`config.mk`:
```
export PLATFORM = sky130hd
export DESIGN_NAME = flow_meter_controller
export DESIGN_NICKNAME = d
export VERILOG_FILES = /design/src/rtl/flow_meter_controller.sv
export SDC_FILE = /design/constraint.sdc
export NUM_CORES = 1
export LEC_CHECK = 0
export CAP_MARGIN = 20
export CORE_MARGIN = 10
export CORE_UTILIZATION = 45
export DETAILED_ROUTE_END_ITERATION = 8
export PLACE_DENSITY = 0.73
export SYNTH_ARGS = -nofsm -noshare
export SYNTH_HDL_FRONTEND = slang
export SYNTH_SLANG_ARGS = --single-unit
```
`constraint.sdc`:
```
create_clock -name clock -period 3.95 [get_ports clock]
set_input_delay 0.5925 -clock clock [delete_from_list [all_inputs] [get_ports clock]]
set_output_delay 0.5925 -clock clock [all_outputs]
set_load 0.03 [all_outputs]
```
`src/rtl/flow_meter_controller.sv`:
```
// Flow meter dispense controller.
// Counts synchronized flow-sensor pulses, converts them to millilitres and
// runs the pump until the requested volume is delivered, a cancel arrives,
// or the sensor stops pulsing for too long (no-flow fault).
module flow_meter_controller #(
  parameter int unsigned PULSES_PER_ML          = 5,
  parameter int unsigned NO_FLOW_TIMEOUT_CYCLES = 50000000
) (
  input  logic        clock,
  input  logic        reset,
  input  logic        start,
  input  logic        cancel,
  input  logic [13:0] target_ml,
  input  logic        flow_pulse,
  output logic        pump_on,
  output logic        busy,
  output logic        done,
  output logic        fault,
  output logic [13:0] dispensed_ml
);

  typedef enum logic [1:0] {
    ST_IDLE    = 2'd0,
    ST_FILLING = 2'd1,
    ST_FAULT   = 2'd2
  } state_t;

  localparam logic [7:0]  SUB_LAST  = 8'(PULSES_PER_ML - 1);
  localparam logic [31:0] TMO_LIMIT = 32'(NO_FLOW_TIMEOUT_CYCLES);
  localparam logic [13:0] MAX_ML    = 14'd9999;

  state_t      state, state_next;
  logic [1:0]  sync_q;
  logic        pulse_prev;
  logic        pulse_det;
  logic [7:0]  sub_cnt, sub_next;
  logic [31:0] tmo_cnt, tmo_next, tmo_inc;
  logic [13:0] target_q, target_next;
  logic [13:0] disp_next, disp_inc;
  logic        done_next;
  logic        start_ok;

  assign start_ok = start && (target_ml != 14'd0) && (target_ml <= MAX_ML);
  assign disp_inc = dispensed_ml + 14'd1;
  // Saturating increment so a stalled counter can never wrap back to zero.
  assign tmo_inc  = (tmo_cnt == '1) ? tmo_cnt : tmo_cnt + 32'd1;

  // Synchronize the asynchronous sensor input and register its rising edge.
  // NOTE: sequential state uses non-blocking (<=) so every flop samples the
  // pre-edge value of its neighbours, exactly like the hardware chain.
  always_ff @(posedge clock or negedge reset) begin
    if (!reset) begin
      sync_q     <= 2'b00;
      pulse_prev <= 1'b0;
      pulse_det  <= 1'b0;
    end else begin
      sync_q     <= {sync_q[0], flow_pulse};
      pulse_prev <= sync_q[1];
      pulse_det  <= sync_q[1] & ~pulse_prev;
    end
  end

  // Next-state and datapath decode; cancel is checked first so it wins over
  // both a completing pulse and a timeout expiry in the same cycle.
  // NOTE: every signal gets its hold value first, so no path leaves one
  // unassigned and no latch is inferred.
  always_comb begin
    state_next  = state;
    sub_next    = sub_cnt;
    tmo_next    = tmo_cnt;
    target_next = target_q;
    disp_next   = dispensed_ml;
    done_next   = 1'b0;
    unique case (state)
      ST_IDLE: begin
        if (start_ok) begin
          target_next = target_ml;
          disp_next   = 14'd0;
          sub_next    = 8'd0;
          tmo_next    = 32'd0;
          state_next  = ST_FILLING;
        end
      end
      ST_FILLING: begin
        if (cancel) begin
          state_next = ST_IDLE;
        end else if (pulse_det) begin
          tmo_next = 32'd0;
          if (sub_cnt == SUB_LAST) begin
            sub_next  = 8'd0;
            disp_next = disp_inc;
            if (disp_inc == target_q) begin
              state_next = ST_IDLE;
              done_next  = 1'b1;
            end
          end else begin
            sub_next = sub_cnt + 8'd1;
          end
        end else begin
          tmo_next = tmo_inc;
          if (tmo_inc >= TMO_LIMIT) begin
            state_next = ST_FAULT;
          end
        end
      end
      ST_FAULT: begin
        if (cancel) begin
          state_next = ST_IDLE;
        end
      end
      default: state_next = ST_IDLE;
    endcase
  end

  // State, counters and registered outputs; outputs are loaded from the
  // next state so they always match the state register cycle for cycle.
  always_ff @(posedge clock or negedge reset) begin
    if (!reset) begin
      state        <= ST_IDLE;
      sub_cnt      <= 8'd0;
      tmo_cnt      <= 32'd0;
      target_q     <= 14'd0;
      dispensed_ml <= 14'd0;
      done         <= 1'b0;
      pump_on      <= 1'b0;
      busy         <= 1'b0;
      fault        <= 1'b0;
    end else begin
      state        <= state_next;
      sub_cnt      <= sub_next;
      tmo_cnt      <= tmo_next;
      target_q     <= target_next;
      dispensed_ml <= disp_next;
      done         <= done_next;
      pump_on      <= (state_next == ST_FILLING);
      busy         <= (state_next == ST_FILLING);
      fault        <= (state_next == ST_FAULT);
    end
  end

endmodule

```
## After elaboration in Yosys (flattened, before gate mapping)

Index checks and enable logic that the tools add are counted.

| operators by class | value |
|---|---|
| muxes and demuxes | 28 |
| order comparisons | 2 |
| eq/ne operators | 11 |
| reductions and logical operators | 9 |
| bitwise operators | 2 |
| add/subtract/negate cells | 3 |

Operators with widths:

| kind | number |
|---|---|
| two-way mux 32 bit | 4 |
| one-hot mux 32 bit (2 select lines) | 1 |
| two-way mux 14 bit | 4 |
| adder 32 x 1 -> 32 bit, second input constant | 1 |
| equality test 32 bit, second input constant | 1 |
| greater-or-equal comparator 32 x 26 -> 1 bit, second input constant | 1 |
| two-way mux 8 bit | 4 |
| one-hot mux 14 bit (2 select lines) | 1 |
| one-hot mux 8 bit (2 select lines) | 1 |
| adder 14 x 1 -> 14 bit, second input constant | 1 |
| equality test 14 bit | 1 |
| less-or-equal comparator 14 bit, second input constant | 1 |
| two-way mux 2 bit | 7 |
| nonzero test 14 bit | 1 |
| adder 8 x 1 -> 8 bit, second input constant | 1 |
| equality test 8 x 3 -> 1 bit, second input constant | 1 |
| != test 2 bit, second input constant | 4 |
| one-hot mux 2 bit (3 select lines) | 1 |
| two-way mux 1 bit | 5 |
| AND reduction 5 bit | 1 |
| equality test 2 x 1 -> 1 bit, second input constant | 2 |
| equality test 2 bit, second input constant | 2 |
| AND reduction 4 bit | 1 |
| AND reduction 3 bit | 1 |
| other kinds (6) | 7 |

| storage, ports and cells | value |
|---|---|
| register bits after elaboration | 77 |
| logic and storage cells | 66 |

## Depth between registers and ports, before layout

| depth | value |
|---|---|
| depth in word-level cells | 8 |
| depth in mapped cells | 11 |
| gate-level depth less buffers | 9 |

## Least setup slack after synthesis

Ideal clock, no wire load.

| timing | value |
|---|---|
| path type | register -> register |
| start | register tmo_cnt[30] |
| end | register busy |
| data arrival time | 2.728 ns |
| data required time | 3.821 ns |
| path buffers | 1 |
| stages on the path, launching flop included | 10 |
| path slack | 1.094 ns |
| library setup time | 0.129 ns |
| path through | dfrtp_1 buf_2 nand4_2 or4_4 o21ai_1 mux2_2 o32a_1 o41a_1 o41ai_2 nor2_1 |

| between the ends | value |
|---|---|
| cells in the longest elaborated chain, start to end | 8 |
| elaborated cells on any way between the ends | 9 |

RTL lines:

| element | line | RTL |
|---|---|---|
| start, declared | 37 | `logic [31:0] tmo_cnt, tmo_next, tmo_inc;` |
| start signal, assigned | 131 | `tmo_cnt <= tmo_next;` |
| adder 32 x 1 -> 32 bit / equality test 32 bit (equally long branches) | 46 | `assign tmo_inc = (tmo_cnt == '1) ? tmo_cnt : tmo_cnt + 32'd1;` |
| two-way mux 32 bit (*) | 46 |  |
| greater-or-equal comparator 32 x 26 -> 1 bit (*) | 101 | `if (tmo_inc >= TMO_LIMIT) begin` |
| two-way mux 2 bit (*) | 101 |  |
| two-way mux 2 bit (*) | 87 | `end else if (pulse_det) begin` |
| two-way mux 2 bit (*) | 85 | `if (cancel) begin` |
| one-hot mux 2 bit (3 select lines) (*) | 74 | `unique case (state)` |
| equality test 2 x 1 -> 1 bit (*) | 136 | `busy <= (state_next == ST_FILLING);` |
| end signal, assigned | 136 |  |
| end, declared | 16 | `output logic busy,` |

Every way passes the cells marked *; elsewhere a longest branch is shown, timed or not.
A chain may end at the register's enable or synchronous reset.

## Worst setup path after layout

| timing | value |
|---|---|
| start | register tmo_cnt[0] |
| end | register busy |

The elaborated chain is that of the path after synthesis.

==> impl_metrics.py <==
metrics = {
    "clock_network": {
        "cts.clk_slew.worst_paths_ns": 0.09,
        "htree_levels": 3,
        "cts_made_buffers": 9,
        "clockRootBuffer": "clkbuf_8",
        "clk_latency_ns": 0.37,
        "ctsResizeCount": 0,
        "cts_hold_buf": 0,
        "clockBufferDepth": 2,
        "cts_setup_buffers": 0,
        "cts_sinks": 77,
        "cts_tree": "yes",
    },
    "worst_hold_path": {
        "hold_path.class": "flop to flop",
        "hp-start": "sync_q[0]",
        "worst_hold_path.endpoint": "sync_q[1]",
        "hold_depth": 0,
    },
    "yosys": {
        "synth.avg_cell_area_um2": 8.67,
        "synth_common_cells": "dfrtp_1 (77), o21ai_0 (72), nand2_1 (55)",
        "synth_top_cell_by_area": "dfrtp_1",
        "synth.most_common_cell": "dfrtp_1",
        "syn-cell-area_um2": 4720,
        "ys_ff_latch": 77,
        "ys_types": 56,
        "synth_warnings": 0,
        "syn-num-nets": 567,
        "synth_top_cell_area_share": 0.409,
        "netlist_instances": 544,
        "synth-async-reset-ratio": 1.00,
        "synth.yosys.seq_area_share": 0.409,
        "synth_edf_count": 0,
        "synth_area_leaders": "dfrtp_1 (41%), o21ai_0 (7.6%), xnor2_1 (5.6%)",
        "ys.flop_type": "dfrtp_1",
    },
    "routing": {
        "drt-initial-drc-count": 442,
        "wl_per_cell_um": 17.1,
        "viasPerCell": 6.06,
        "route.detailed.drc": 0,
        "ant_nets": 0,
        "routed_wl_um": 12100,
        "drt_first_pass_iters": 6,
        "vias": 4290,
    },
    "floorplanning": {
        "die_h_um": 122,
        "die_width_um": 122,
        "rows": 37,
        "ioPinCount": 37,
        "fp.dieArea_um2": 15000,
        "coreArea_um2": 10300,
        "initial_core_util": 0.459,
    },
    "global_route": {
        "antenna_found_initial": 0,
        "grt_pass1_vias": 4135,
        "grt_pass1_wl_um": 20000,
        "grt_max_degree": 78,
        "track_usage": 0.161,
        "grt_overflow": 0,
    },
    "layout": {
        "drive_above_1_share": 0.0787,
        "area_growth_pct": 13.8,
        "nNetsFinal": 590,
        "multiInputGateArea_um2": 2640,
        "antenna_cells": 0,
        "num-fill-cells": 992,
        "fin_cells": 708,
        "seqCellArea_um2": 1930,
    },
    "worst_setup_path": {
        "reg2reg_depth": 9,
        "end_kind": "flop",
        "arrival_ns": 3.45,
        "cp_slowest_stage_delay_ns": 0.47,
        "rrSetupSlack_ns": 0.74,
        "startpoint_type": "flop",
        "worstPathRequired_ns": 4.20,
        "timing.rr.end": "busy",
        "critPathSlowestCell": "o41a_1",
        "critPathLaunch": "tmo_cnt[0]",
        "cp_cell_sequence": "ha_1 > and4_1 > nand4_1 > o21ai_1 > mux2_2 > o32a_1 > o41a_1 > o41ai_2 > nor2_1",
        "path_max_fanout": 7,
        "crit_type": "flop to flop",
        "r2r-start": "tmo_cnt[0]",
    },
    "sta": {
        "fin_tns_setup_ns": 0,
        "final_hold_viol_count": 0,
        "period_share": 0.812,
        "fin_skew_ns": 0.0129,
        "worst_pin_slew_ns": 1.05,
        "setup_slack_ns": 0.742,
        "fin_crit_ns": 3.21,
        "fmax_ghz": 0.312,
        "setup_violations": 0,
        "drv_slew": 0,
        "rsz0062_at_grt": "no",
        "max_slew_margin": 0.297,
    },
    "placement": {
        "place_inst": 692,
        "preCtsSetupSlack_ns": 0.788,
        "place.gp.congestion": 0.964,
        "hpwl_um": 8460,
        "port_buffers": 36,
    },
    "power": {
        "ir_worst_vdd_uv": 170,
        "total_power_mw": 1.87,
        "leakage_nw": 2.05,
        "pwr_density_cell_nw_per_um2": 349,
    },
    "outcome": {
        "status": "finished clean",
    },
    "job": {
        "max-cap-violations": 0,
    },
}
-- critical path: cells and delay by family, from the launching register on --
| kind | cells | cell delay (ns) |
|---|---|---|
| AO/OA/AOI/OAI | 4 | 1.38 |
| AND/OR/NAND/NOR | 3 | 0.68 |
| flip-flops | 1 | 0.40 |
| multiplexers | 1 | 0.38 |
| adder cells (fa/ha/maj) | 1 | 0.24 |
-- registers in the layout (all words and copies together) (netlist names) --
name          flops
busy              1
dispensed_ml     14
done              1
fault             1
pulse_det         1
pulse_prev        1
state             2
sub_cnt           8
sync_q            2
target_q         14
tmo_cnt          32
-- per-layer routing --
metal | wire length (um) | global-route usage
met1 | 5550 | 0.206
met2 | 5780 | 0.266
met3 | 595 | 0.0372
met4 | 172 | 0.0501
met5 | 0 | 0
-- stage by stage --
step                       util  hold WS (ns)  cell area, um2
after floorplan               -         0.297            4720
after global placement    0.503         0.334            5170
after detailed placement  0.503         0.335            5170
after CTS                 0.522         0.354            5370
after global routing      0.522         0.369            5370
final                     0.522         0.353            5370
-- kinds of logic after synthesis --
group / share of synthesized area
buffers and inverters: 0.0356
muxes: 0.0334
and+or+nand+nor: 0.255
DFF: 0.409
xor gates and xnor gates: 0.0650
AOI/OAI and AO/OA: 0.192
adders and majority gates: 0.0106
-- cell type report --
cell class                 instances  share of cell area
timing repair buffer              40              0.0723
inverter                          13             0.00909
clock buffer                       9              0.0231
sequential                        77               0.359
clock inverter                     7              0.0138
tap                              136              0.0317
multi-input combinational        426               0.491
-- where the power goes --
part	total [mW]	leakage (nW)	switching, mW	internal (mW)
logic	0.333	0.924	0.177	0.156
clock network	0.612	0.0996	0.319	0.294
registers	0.925	1.03	0.0684	0.857
-- placed cells by master (no fill, tap or decap), types with 5 or more instances in the layout --
master           instances
xor2_1                   5
clkdlybuf4s50_1         35
and4_1                  10
buf_4                    5
nand2_1                 55
clkbuf_8                 9
nand4_1                 27
o31ai_1                 11
a31oi_1                 10
xnor2_1                 30
o41ai_1                  5
nor3_1                  13
mux2_2                  14
a21oi_1                 12
and3_1                  11
inv_1                   13
nor2_1                  49
or4_1                    5
dfrtp_1                 77
and2_1                   8
o21ai_0                 72
nor4_1                   9
nand3_1                 26
-- worst max-delay path by stage --
stage                     slack (ns)  endpoint  cells after the start
after detailed placement        0.79      busy                      9
after global placement          0.92      busy                      9
final                           0.74      busy                      9
after CTS                       0.77      busy                      9
after floorplan                 1.09      busy                      9
after global routing            0.48      busy                      9
No activity file was read; power rests on OpenSTA's default activity.
